--- config.mk ---
export PLATFORM = sky130hd
export DESIGN_NAME = fifo_read_drainer
export DESIGN_NICKNAME = d
export VERILOG_FILES = /design/src/rtl/fifo_read_drainer.sv
export SDC_FILE = /design/constraint.sdc
export NUM_CORES = 1
export LEC_CHECK = 0
export CAP_MARGIN = 30
export CORE_MARGIN = 10
export CORE_UTILIZATION = 25
export CTS_CLUSTER_SIZE = 12
export DETAILED_ROUTE_END_ITERATION = 6
export SYNTH_ARGS = -nofsm -noshare
export SYNTH_HDL_FRONTEND = slang
export SYNTH_SLANG_ARGS = --single-unit
--- constraint.sdc ---
create_clock -name rd_clk -period 2.7 [get_ports rd_clk]
set_input_delay 0.54 -clock rd_clk [delete_from_list [all_inputs] [get_ports rd_clk]]
set_output_delay 0.54 -clock rd_clk [all_outputs]
set_load 0.1 [all_outputs]
--- src/rtl/fifo_read_drainer.sv ---
// Read-side drainer for async_fifo: paces rd_en against the FIFO flags, absorbs the
// one-cycle read latency and re-presents words on a valid/ready stream.
// state | meaning: IDLE = disabled, nothing pending; RUN = enabled, issuing reads; DRAIN = disabled, finishing work
module fifo_read_drainer #(
    parameter int DATA_WIDTH = 8,
    parameter int BUF_DEPTH  = 4,
    parameter int CNT_WIDTH  = 16
) (
    input  logic                  rd_clk,
    input  logic                  rst,
    input  logic                  enable,
    input  logic                  fifo_empty,
    input  logic                  fifo_almost_empty,
    input  logic                  fifo_underflow,
    input  logic [DATA_WIDTH-1:0] fifo_rd_data,
    output logic                  fifo_rd_en,
    output logic                  out_valid,
    input  logic                  out_ready,
    output logic [DATA_WIDTH-1:0] out_data,
    output logic [CNT_WIDTH-1:0]  rd_count,
    output logic                  busy,
    output logic                  err_underflow
);

    localparam int PW = $clog2(BUF_DEPTH);
    localparam int OW = PW + 1;

    typedef enum logic [1:0] {
        S_IDLE  = 2'd0,
        S_RUN   = 2'd1,
        S_DRAIN = 2'd2
    } state_t;

    state_t                state_q, state_d;
    logic                  rd_en_q, rd_en_d;
    logic                  cap_q, cap_d;
    logic [OW-1:0]         occ_q, occ_d;
    logic [PW-1:0]         wr_ptr_q, wr_ptr_d;
    logic [PW-1:0]         rd_ptr_q, rd_ptr_d;
    logic [DATA_WIDTH-1:0] out_data_q, out_data_d;
    logic [CNT_WIDTH-1:0]  cnt_q, cnt_d;
    logic                  err_q, err_d;
    logic [DATA_WIDTH-1:0] mem_q [BUF_DEPTH];

    logic                  push, pop, busy_w, credit_ok;
    logic [OW-1:0]         occ_pre;

    always_comb begin
        state_d    = state_q;
        rd_en_d    = 1'b0;
        push       = cap_q;
        pop        = (occ_q != '0) && out_ready;
        busy_w     = rd_en_q || cap_q || (occ_q != '0);
        // Credit counts the word landing this edge plus the read still on the bus.
        occ_pre    = occ_q + OW'(push);
        credit_ok  = ({1'b0, occ_pre} + (OW+1)'(rd_en_q)) < (OW+1)'(BUF_DEPTH);

        case (state_q)
            S_IDLE:  if (enable) state_d = S_RUN;
            S_RUN:   if (!enable) state_d = busy_w ? S_DRAIN : S_IDLE;
            S_DRAIN: begin
                if (enable)       state_d = S_RUN;
                else if (!busy_w) state_d = S_IDLE;
            end
            default: state_d = S_IDLE;
        endcase

        // Never read back-to-back when the FIFO may hold only one word.
        rd_en_d    = (state_d == S_RUN) && !fifo_empty && credit_ok
                     && !(fifo_almost_empty && rd_en_q);
        cap_d      = rd_en_q;

        occ_d      = occ_pre - OW'(pop);
        wr_ptr_d   = wr_ptr_q + PW'(push);
        rd_ptr_d   = rd_ptr_q + PW'(pop);

        out_data_d = out_data_q;
        if (occ_d != '0) begin
            if ((occ_q - OW'(pop)) == '0) out_data_d = fifo_rd_data;
            else                          out_data_d = mem_q[rd_ptr_d];
        end

        cnt_d      = cnt_q + CNT_WIDTH'(push);
        err_d      = err_q || fifo_underflow;
    end

    always_ff @(posedge rd_clk) begin
        if (rst) begin
            state_q    <= S_IDLE;
            rd_en_q    <= 1'b0;
            cap_q      <= 1'b0;
            occ_q      <= '0;
            wr_ptr_q   <= '0;
            rd_ptr_q   <= '0;
            out_data_q <= '0;
            cnt_q      <= '0;
            err_q      <= 1'b0;
        end else begin
            state_q    <= state_d;
            rd_en_q    <= rd_en_d;
            cap_q      <= cap_d;
            occ_q      <= occ_d;
            wr_ptr_q   <= wr_ptr_d;
            rd_ptr_q   <= rd_ptr_d;
            out_data_q <= out_data_d;
            cnt_q      <= cnt_d;
            err_q      <= err_d;
        end
    end

    always_ff @(posedge rd_clk) begin
        if (push) mem_q[wr_ptr_q] <= fifo_rd_data;
    end

    assign fifo_rd_en    = rd_en_q;
    assign out_valid     = (occ_q != '0);
    assign out_data      = out_data_q;
    assign rd_count      = cnt_q;
    assign busy          = busy_w;
    assign err_underflow = err_q;

endmodule

Word-level counts from Yosys, hierarchy flattened --
Memories as Yosys holds them, arrays and structs flattened. Cells that the tools add are included. W data, S select, Z words.
Operators by class: reduce and logical (&&, ||, !) cells 14, order comparisons 1, mux-type cells 9, equal/unequal tests 3, add/subtract/negate cells 7
Operators with widths (number):
- $add A16 B1 Y16 | 1
- $mux W2 | 5
- $mux W8 | 1
- $pmux W2 S3 | 1
- $reduce_bool A3 Y1 | 2
- $sub A3 B1 Y3 | 2
- $logic_and A1 B1 Y1 | 5
- $add A2 B1 Y2 | 2
- $add A3 B1 Y4 | 1
- $eq A2 B1 Y1 const B | 2
- $lt A4 B3 Y1 const B | 1
- $add A3 B1 Y3 | 1
- $logic_not A3 Y1 | 1
- $logic_or A1 B1 Y1 | 3
- $eq A2 B2 Y1 const B | 1
- $logic_not A1 Y1 | 2
- $logic_not A2 Y1 | 1
- $mux W1 | 2
Word-level totals: bits in registers 36, memories 1, memory bits (writable) 32, input port bits 15
Memory list:
- mem_q | words 4, width 8, rd ports 1, clocked after Yosys merged registers in 0, wr ports 1, RTL line 43 | logic [DATA_WIDTH-1:0] mem_q [BUF_DEPTH];

Longest topological paths before layout --
Gate-level depths: netlist of the first run.
depth after elaboration 9, depth in mapped cells 10

Least setup slack after synthesis of the first run --
Ideal clock, no wire load.
kind flip-flop to flip-flop, from register occ_q[0], to register out_data_q[5] (netlist: out_data[5]), arrival time 2.683 ns, slack -0.105 ns, setup time 0.123 ns, stages on the path, launching flop included 11, data required time 2.577 ns, period minus slack after synthesis 2.805 ns, cells stage by stage dfxtp_1 > or3_2 > and2_1 > ha_1 > ha_1 > xnor3_1 > and3_4 > buf_6 > buf_8 > a221oi_2 > a21oi_1
On the way: longest elaborated chain between the ends 5, elaborated cells between the ends (all ways) 10
RTL lines:
- from (decl) | RTL line 37 | logic [OW-1:0] occ_q, occ_d;
- from (signal assigned) | RTL line 92 | occ_q <= '0;
- from (signal assigned) | RTL line 102 | occ_q <= occ_d;
- $reduce_bool A3 Y1 *
- named net out_valid | RTL line 17 | output logic out_valid,
- $logic_and A1 B1 Y1 * | RTL line 52 | pop = (occ_q != '0) && out_ready;
- $add A2 B1 Y2 or $sub A3 B1 Y3 (tied branches) | RTL line 75, 79
- $mem_v2 Z4 W8 or $logic_not A3 Y1 (tied branches)
- $mux W8 | RTL line 79 | if ((occ_q - OW'(pop)) == '0) out_data_d = fifo_rd_data;
- to (signal assigned) | RTL line 105 | out_data_q <= out_data_d;
- to (decl) | RTL line 40 | logic [DATA_WIDTH-1:0] out_data_q, out_data_d;
The timed path passes the listed nets; every way through them passes the cells marked *. A chain may end at the register's enable or synchronous reset.

Worst setup path after layout of the first run --
from register occ_q[0], to register out_data_q[7] (netlist: out_data[7])
On the way: longest elaborated chain between the ends 5, elaborated cells between the ends (all ways) 10
RTL lines (RTL line):
- $reduce_bool A3 Y1 | 52
- $logic_and A1 B1 Y1 | 52
- $add A2 B1 Y2 or $sub A3 B1 Y3 (tied branches) | 75, 79
- $mem_v2 Z4 W8 or $logic_not A3 Y1 (tied branches)
- $mux W8 | 79
Parallel ways exist; a longest one is shown, timed or not.

==> results.py, run 1 <==
metrics = {
    "cells_and_area": {
        "nets": 285,
        "area_growth_pct": 24.8,
        "fillers": 1079,
        "fin_cells": 406,
        "fin_util": 0.320,
        "final_cell_area_sq_um": 3490,
        "antennaDiodeCount": 0,
        "final_layout_size_suffix_gt1_frac": 0.237,
    },
    "routing": {
        "wl_per_cell_um": 14.7,
        "wirelength_mm": 5.97,
        "via_count": 1753,
        "viasPerCell": 4.32,
        "ant_nets": 0,
        "drc": 0,
        "dr.pass1.iters": 4,
        "first_iter_violations": 111,
    },
    "floorplan": {
        "fp-row-count": 38,
        "io_pins": 43,
        "die_h_um": 126,
        "die_area_sq_um": 15800,
        "core_area_sq_um": 10900,
        "dieWidth_um": 126,
        "initial_utilization": 0.256,
    },
    "synth": {
        "ys_seq_area_frac": 0.602,
        "synthCells": 212,
        "syn_area_sq_um": 2790,
        "ys_ff_latch": 68,
        "yosys_warnings": 0,
        "synthDistinctLibCells": 39,
        "syn_avg_cell_area_sq_um": 13.2,
        "synth_fp_nets": 236,
    },
    "power_and_ir_drop": {
        "power_leakage_nw": 1.28,
        "total_power_mw": 3.30,
        "ir_drop_mv": 0.383,
        "p_per_area_nw_per_um2": 946,
    },
    "sta": {
        "worst_pin_slew_ns": 0.812,
        "finalCriticalPeriod_ns": 2.53,
        "finalSetupViolCount": 0,
        "finalClockSkew_ns": 0.0135,
        "rsz0062_at_grt": "false",
        "period_share": 0.935,
        "clock.fmax_ghz": 0.396,
        "fin_ws_ns": 0.175,
        "drv_slew": 0,
        "finalHoldViolations": 0,
        "slew_headroom": 0.457,
    },
    "placement": {
        "pre_cts_ws_ns": -0.0337,
        "port_buffers": 42,
        "dp_hpwl_mm": 4.14,
        "gp_congestion": 0.715,
        "dpl-instance-area_sq_um": 3320,
        "placedCellCount": 390,
    },
    "clock_tree": {
        "cts_made_buffers": 9,
        "clockBufferDepth": 2,
        "clock_latency_ns": 0.34,
        "h-tree-depth": 3,
        "cts_setup_buffers": 0,
        "cts_tree": "done",
        "cts_root_buf": "clkbuf_8",
        "numClockSinks": 68,
        "cts_hold_buffers": 0,
        "cts-resized-gates": 0,
        "cts.clk_slew.worst_paths_ns": 0.08,
    },
    "worst_setup_path": {
        "cpPeakStageDelay_ns": 0.54,
        "endpoint_kind": "flip-flop",
        "crit_type": "reg -> reg",
        "path_cells": "or3_4 -> and2_1 -> ha_1 -> xnor2_2 -> mux4_2 -> a221oi_1 -> a21oi_1",
        "cp_max_fo": 9,
        "ff2ff_path_depth": 7,
        "worstSetupStartpointType": "flip-flop",
        "required_ns": 2.93,
        "crit_arrival_ns": 2.75,
        "reg2reg_from": "occ_q[0]",
        "crit_family": "simple AND/OR/NAND/NOR gates",
        "rrSetupSlack_ns": 0.17,
        "critPathBufInv": 0,
        "r2r-end": "out_data[7]",
        "slowest_stage": "xnor2_2",
    },
    "worst_hold_path": {
        "min_from": "state_q[0]",
        "hp-class": "reg -> reg",
        "min_path_cells": 1,
        "hold_end": "state_q[0]",
    },
    "grt": {
        "grt_max_degree": 24,
        "grt_pass1_vias": 1804,
        "grt_pass1_wl_mm": 9.66,
        "antenna_found_initial": 0,
        "overflow": 0,
        "grt_use_total": 0.0780,
    },
    "status": {
        "status": "completed",
    },
    "job": {
        "max-cap-violations": 0,
    },
}
==> cell type report <==
| cell class | count | area [sq um] | share of cell area |
|---|---|---|---|
| Timing Repair Buffer | 47 | 400 | 0.115 |
| Clock inverter | 6 | 41.3 | 0.0118 |
| Sequential cell | 68 | 1680 | 0.482 |
| Multi-Input combinational cell | 130 | 1040 | 0.299 |
| Inverter | 5 | 18.8 | 0.00538 |
| Clock buffer | 10 | 128 | 0.0366 |
| Tap cell | 140 | 175 | 0.0503 |
==> how the worst max path moves through the flow <==
| stage | startpoint | end | slack [ns] | depth (start not counted) |
|---|---|---|---|---|
| after floorplan | occ_q[0] | out_data[5] | 0.16 | 10 |
| after global placement | out_ready | out_data[6] | -0.009 | 7 |
| after detailed placement | out_ready | out_data[7] | -0.03 | 7 |
| after CTS | occ_q[0] | out_data[2] | 0.15 | 7 |
| after global routing | occ_q[0] | out_data[2] | 0.02 | 7 |
| final | occ_q[0] | out_data[7] | 0.17 | 7 |
==> cells in the final DEF (no fill, tap or decap), drive strengths merged, types with 8 or more instances in the layout <==
master          n
a221oi          8
xnor2           8
edfxtp         32
buf            33
dfxtp          36
a21oi          12
clkdlybuf4s50  14
nand2b          8
clkbuf         10
mux4            8
nor2           22
ha              9
==> synthesized netlist by cell type (all sizes together) <==
master	n	area share
a211oi	1	0.0027
a21oi	12	0.022
a221oi	8	0.030
a31oi	1	0.0076
and2	1	0.0022
and3	6	0.015
and4	1	0.0031
buf	6	0.016
clkbuf	3	0.0040
dfxtp	36	0.26
edfxtp	32	0.34
ha	9	0.040
inv	5	0.0067
mux2	1	0.0040
mux4	8	0.065
nand2	6	0.0081
nand2b	8	0.018
nand3	7	0.013
nand4	3	0.0067
nor2	22	0.030
nor2b	7	0.016
nor3	1	0.0018
nor3b	2	0.0054
nor4b	1	0.0031
nor4bb	1	0.0036
o21ai	2	0.0036
o31ai	1	0.0027
or3	4	0.0094
or4	1	0.0027
xnor2	8	0.028
xnor3	1	0.0081
xor2	7	0.022
==> sequential cells by signal, indices dropped and copies added (netlist names) <==
name,count
cap_q,1
err_underflow,1
fifo_rd_en,1
mem_q,32
occ_q,3
out_data,8
rd_count,16
rd_ptr_q,2
state_q,2
wr_ptr_q,2
==> kinds of logic after synthesis <==
group	count (synthesis)	share of synthesized area
AO/OA/AOI/OAI	25	0.0677
XOR/XNOR	16	0.0578
adder cells (fa/ha/maj)	9	0.0403
buffers and inverters	14	0.0264
flip-flops	68	0.602
multiplexers	9	0.0685
AND/OR/NAND/NOR	71	0.137
==> power breakdown <==
group          internal [mW]  leakage, nW  switching [mW]
combinational          0.425        0.620           0.916
sequential              1.17        0.582          0.0570
clock                  0.333       0.0787           0.393
total                   1.93         1.28            1.37
==> per-layer routing <==
metal	routed length [um]	vias up	GRT usage
met5	0	-	0
met4	133	0	0.0528
met3	266	9	0.0235
met2	2950	36	0.123
met1	2620	830	0.0893
li1	-	878	-
==> stage by stage <==
step | hold slack, ns | TNS (ns)
2_1_floorplan | 0.440 | 0
3_3_place_gp | 0.457 | -0.0412
3_5_place_dp | 0.465 | -0.176
4_1_cts | 0.477 | 0
5_1_grt | 0.493 | 0
6_report | 0.473 | 0
==> worst reg2reg max path: stages, from the launching register on <==
cell and delay (ns):
dfxtp_1 0.33, or3_4 0.39, and2_1 0.21, ha_1 0.22
xnor2_2 0.54, mux4_2 0.40, a221oi_1 0.26, a21oi_1 0.07
Note: power is estimated with default switching activity, not from simulation.
==> inputs of run 2 (changes only) <==
--- a/config.mk
+++ b/config.mk
@@ -10,6 +10,7 @@
 export CORE_UTILIZATION = 25
 export CTS_CLUSTER_SIZE = 12
 export DETAILED_ROUTE_END_ITERATION = 6
+export GPL_ROUTABILITY_DRIVEN = 0
 export SYNTH_ARGS = -nofsm -noshare
 export SYNTH_HDL_FRONTEND = slang
 export SYNTH_SLANG_ARGS = --single-unit
==> results of run 2 <==
No change in the layout: final DEF, timing and power equal those of run 1.
==> inputs of run 3 (changes only) <==
--- a/config.mk
+++ b/config.mk
@@ -11,6 +11,7 @@
 export CTS_CLUSTER_SIZE = 12
 export DETAILED_ROUTE_END_ITERATION = 6
 export GPL_ROUTABILITY_DRIVEN = 0
+export PLACE_DENSITY = 0.41
 export SYNTH_ARGS = -nofsm -noshare
 export SYNTH_HDL_FRONTEND = slang
 export SYNTH_SLANG_ARGS = --single-unit
==> run 3 against run 2 <==
Sequential power is essentially flat. Sequential share of layout area shrank 0.95 points. First-iteration DRC count shrank 37%. Register-to-register slack gained 0.14 ns. Non-clock buffer count grew 4. Clock skew shrank 0.0031 ns. Final area grew 2.0%. Worst setup slack gained 0.14 ns. Cell count grew 0.99%. Maximum frequency grew 5.7%. Highest routed layer unchanged.
==> results.py, run 3 (synthesis gave the netlist of run 1 again) <==
metrics = {
    "worst_setup_path": {
        "path_cells": "or3_4 -> and2_1 -> ha_1 -> ha_1 -> xnor3_1 -> and3_4 -> a221oi_1 -> a21oi_1",
        "crit_family": "simple AND/OR/NAND/NOR gates",
        "crit_arrival_ns": 2.60,
        "cpPeakStageDelay_ns": 0.40,
        "endpoint_kind": "flip-flop",
        "required_ns": 2.92,
        "rrSetupSlack_ns": 0.31,
        "critPathBufInv": 0,
        "worstSetupStartpointType": "flip-flop",
        "slowest_stage": "or3_4",
        "crit_type": "reg -> reg",
        "cp_max_fo": 16,
        "timing.critical_path.mode_cell": "ha_1",
    },
    "sta": {
        "finalHoldViolations": 0,
        "period_share": 0.885,
        "slew_headroom": 0.697,
        "finalSetupViolCount": 0,
        "drv_slew": 0,
        "clock.fmax_ghz": 0.419,
        "rsz0062_at_grt": "false",
        "finalClockSkew_ns": 0.0103,
        "finalCriticalPeriod_ns": 2.39,
        "worst_pin_slew_ns": 0.455,
        "setup-tns-final_ns": 0,
    },
    "routing": {
        "first_iter_violations": 70,
        "drc": 0,
        "met1_length_mm": 2.81,
        "wl_per_cell_um": 15.1,
        "top_layer_used": "met4",
        "ant_nets": 0,
        "via_count": 1764,
        "wl_met3_um": 324,
        "dr.pass1.iters": 4,
        "wirelength_mm": 6.18,
        "viasPerCell": 4.30,
        "wl_met2_mm": 2.98,
    },
    "cells_and_area": {
        "final-seq-area_sq_um": 1680,
        "fillers": 1073,
        "largest_reg_flops": 32,
        "top_register": "mem_q",
        "final_layout_size_suffix_gt1_frac": 0.241,
        "layout_common_cells": "dfxtp_1, buf_4, edfxtp_1, nor2_1, clkdlybuf4s50_1",
        "multi_input_area_sq_um": 1050,
        "nets": 289,
        "antennaDiodeCount": 0,
        "area_growth_pct": 27.3,
    },
    "power_and_ir_drop": {
        "power_leakage_nw": 1.33,
        "ir_drop_mv": 0.387,
        "p_per_area_nw_per_um2": 964,
        "total_power_mw": 3.43,
    },
    "placement": {
        "dp_hpwl_mm": 4.26,
        "port_buffers": 42,
    },
    "clock_tree": {
        "cts_setup_buffers": 0,
        "cts_tree": "done",
        "clock_latency_ns": 0.34,
        "cts_hold_buffers": 0,
        "cts_root_buf": "clkbuf_8",
        "cts_made_buffers": 9,
        "numClockSinks": 68,
        "cts.clk_slew.worst_paths_ns": 0.07,
        "clockBufferDepth": 2,
        "cts-resized-gates": 0,
        "h-tree-depth": 3,
    },
    "grt": {
        "grt_use_total": 0.0800,
        "grt_pass1_vias": 1818,
        "overflow": 0,
        "grt_max_degree": 26,
        "grt_pass1_wl_mm": 9.89,
        "antenna_found_initial": 0,
    },
    "floorplan": {
        "initial_utilization": 0.256,
        "io_pins": 43,
        "die_h_um": 126,
        "core_area_sq_um": 10900,
        "fp-row-count": 38,
        "die_area_sq_um": 15800,
        "dieWidth_um": 126,
    },
    "status": {
        "status": "completed",
    },
    "job": {
        "max-cap-violations": 0,
    },
    "worst_hold_path": {
        "hp-class": "reg -> reg",
    },
}
-- run 3: final timing paths --
path | start | endpoint | cells after the start
worst min-delay path | state_q[0] | state_q[0] | 1
worst max-delay path | occ_q[0] | out_data[3] | 8
worst max register to register | occ_q[0] | out_data[3] | 8
worst min register to register | state_q[0] | state_q[0] | 1
-- run 3: metal layers --
metal,vias to the layer above,GRT usage
met4,0,0.0346
met3,5,0.0302
met1,835,0.0960
met5,-,0
li1,885,-
met2,39,0.125
-- run 3: final cells by class --
cell class / instances / area share
sequential: 68 / 0.473
multi-input combinational: 130 / 0.296
timing repair buffer: 51 / 0.121
tap: 140 / 0.0493
clock buffer: 14 / 0.0457
clock inverter: 2 / 0.00985
inverter: 5 / 0.00528
-- run 3: stage by stage --
step | setup slack (ns) | std cells | util | area [sq um] | hold WS (ns)
after detailed placement | -0.0788 | 394 | 0.307 | 3350 | 0.462
after CTS | 0.0919 | 410 | 0.326 | 3540 | 0.474
after floorplan | 0.161 | 212 | - | 2800 | 0.440
after global placement | -0.0663 | 394 | 0.307 | 3350 | 0.453
after global routing | 0.106 | 410 | 0.327 | 3560 | 0.499
final | 0.311 | 410 | 0.327 | 3560 | 0.466
-- run 3: worst register-to-register path, cell delays in order, from the launching register on --
cell	delay, ns
dfxtp_1	0.34
or3_4	0.40
and2_1	0.21
ha_1	0.19
ha_1	0.19
xnor3_1	0.35
and3_4	0.27
a221oi_1	0.25
a21oi_1	0.06
-- run 3: report_power, final --
group	switching, mW	internal (mW)	total, mW
sequential	0.0576	1.17	1.23
combinational	0.927	0.434	1.36
clock	0.359	0.477	0.836
total	1.34	2.08	3.43
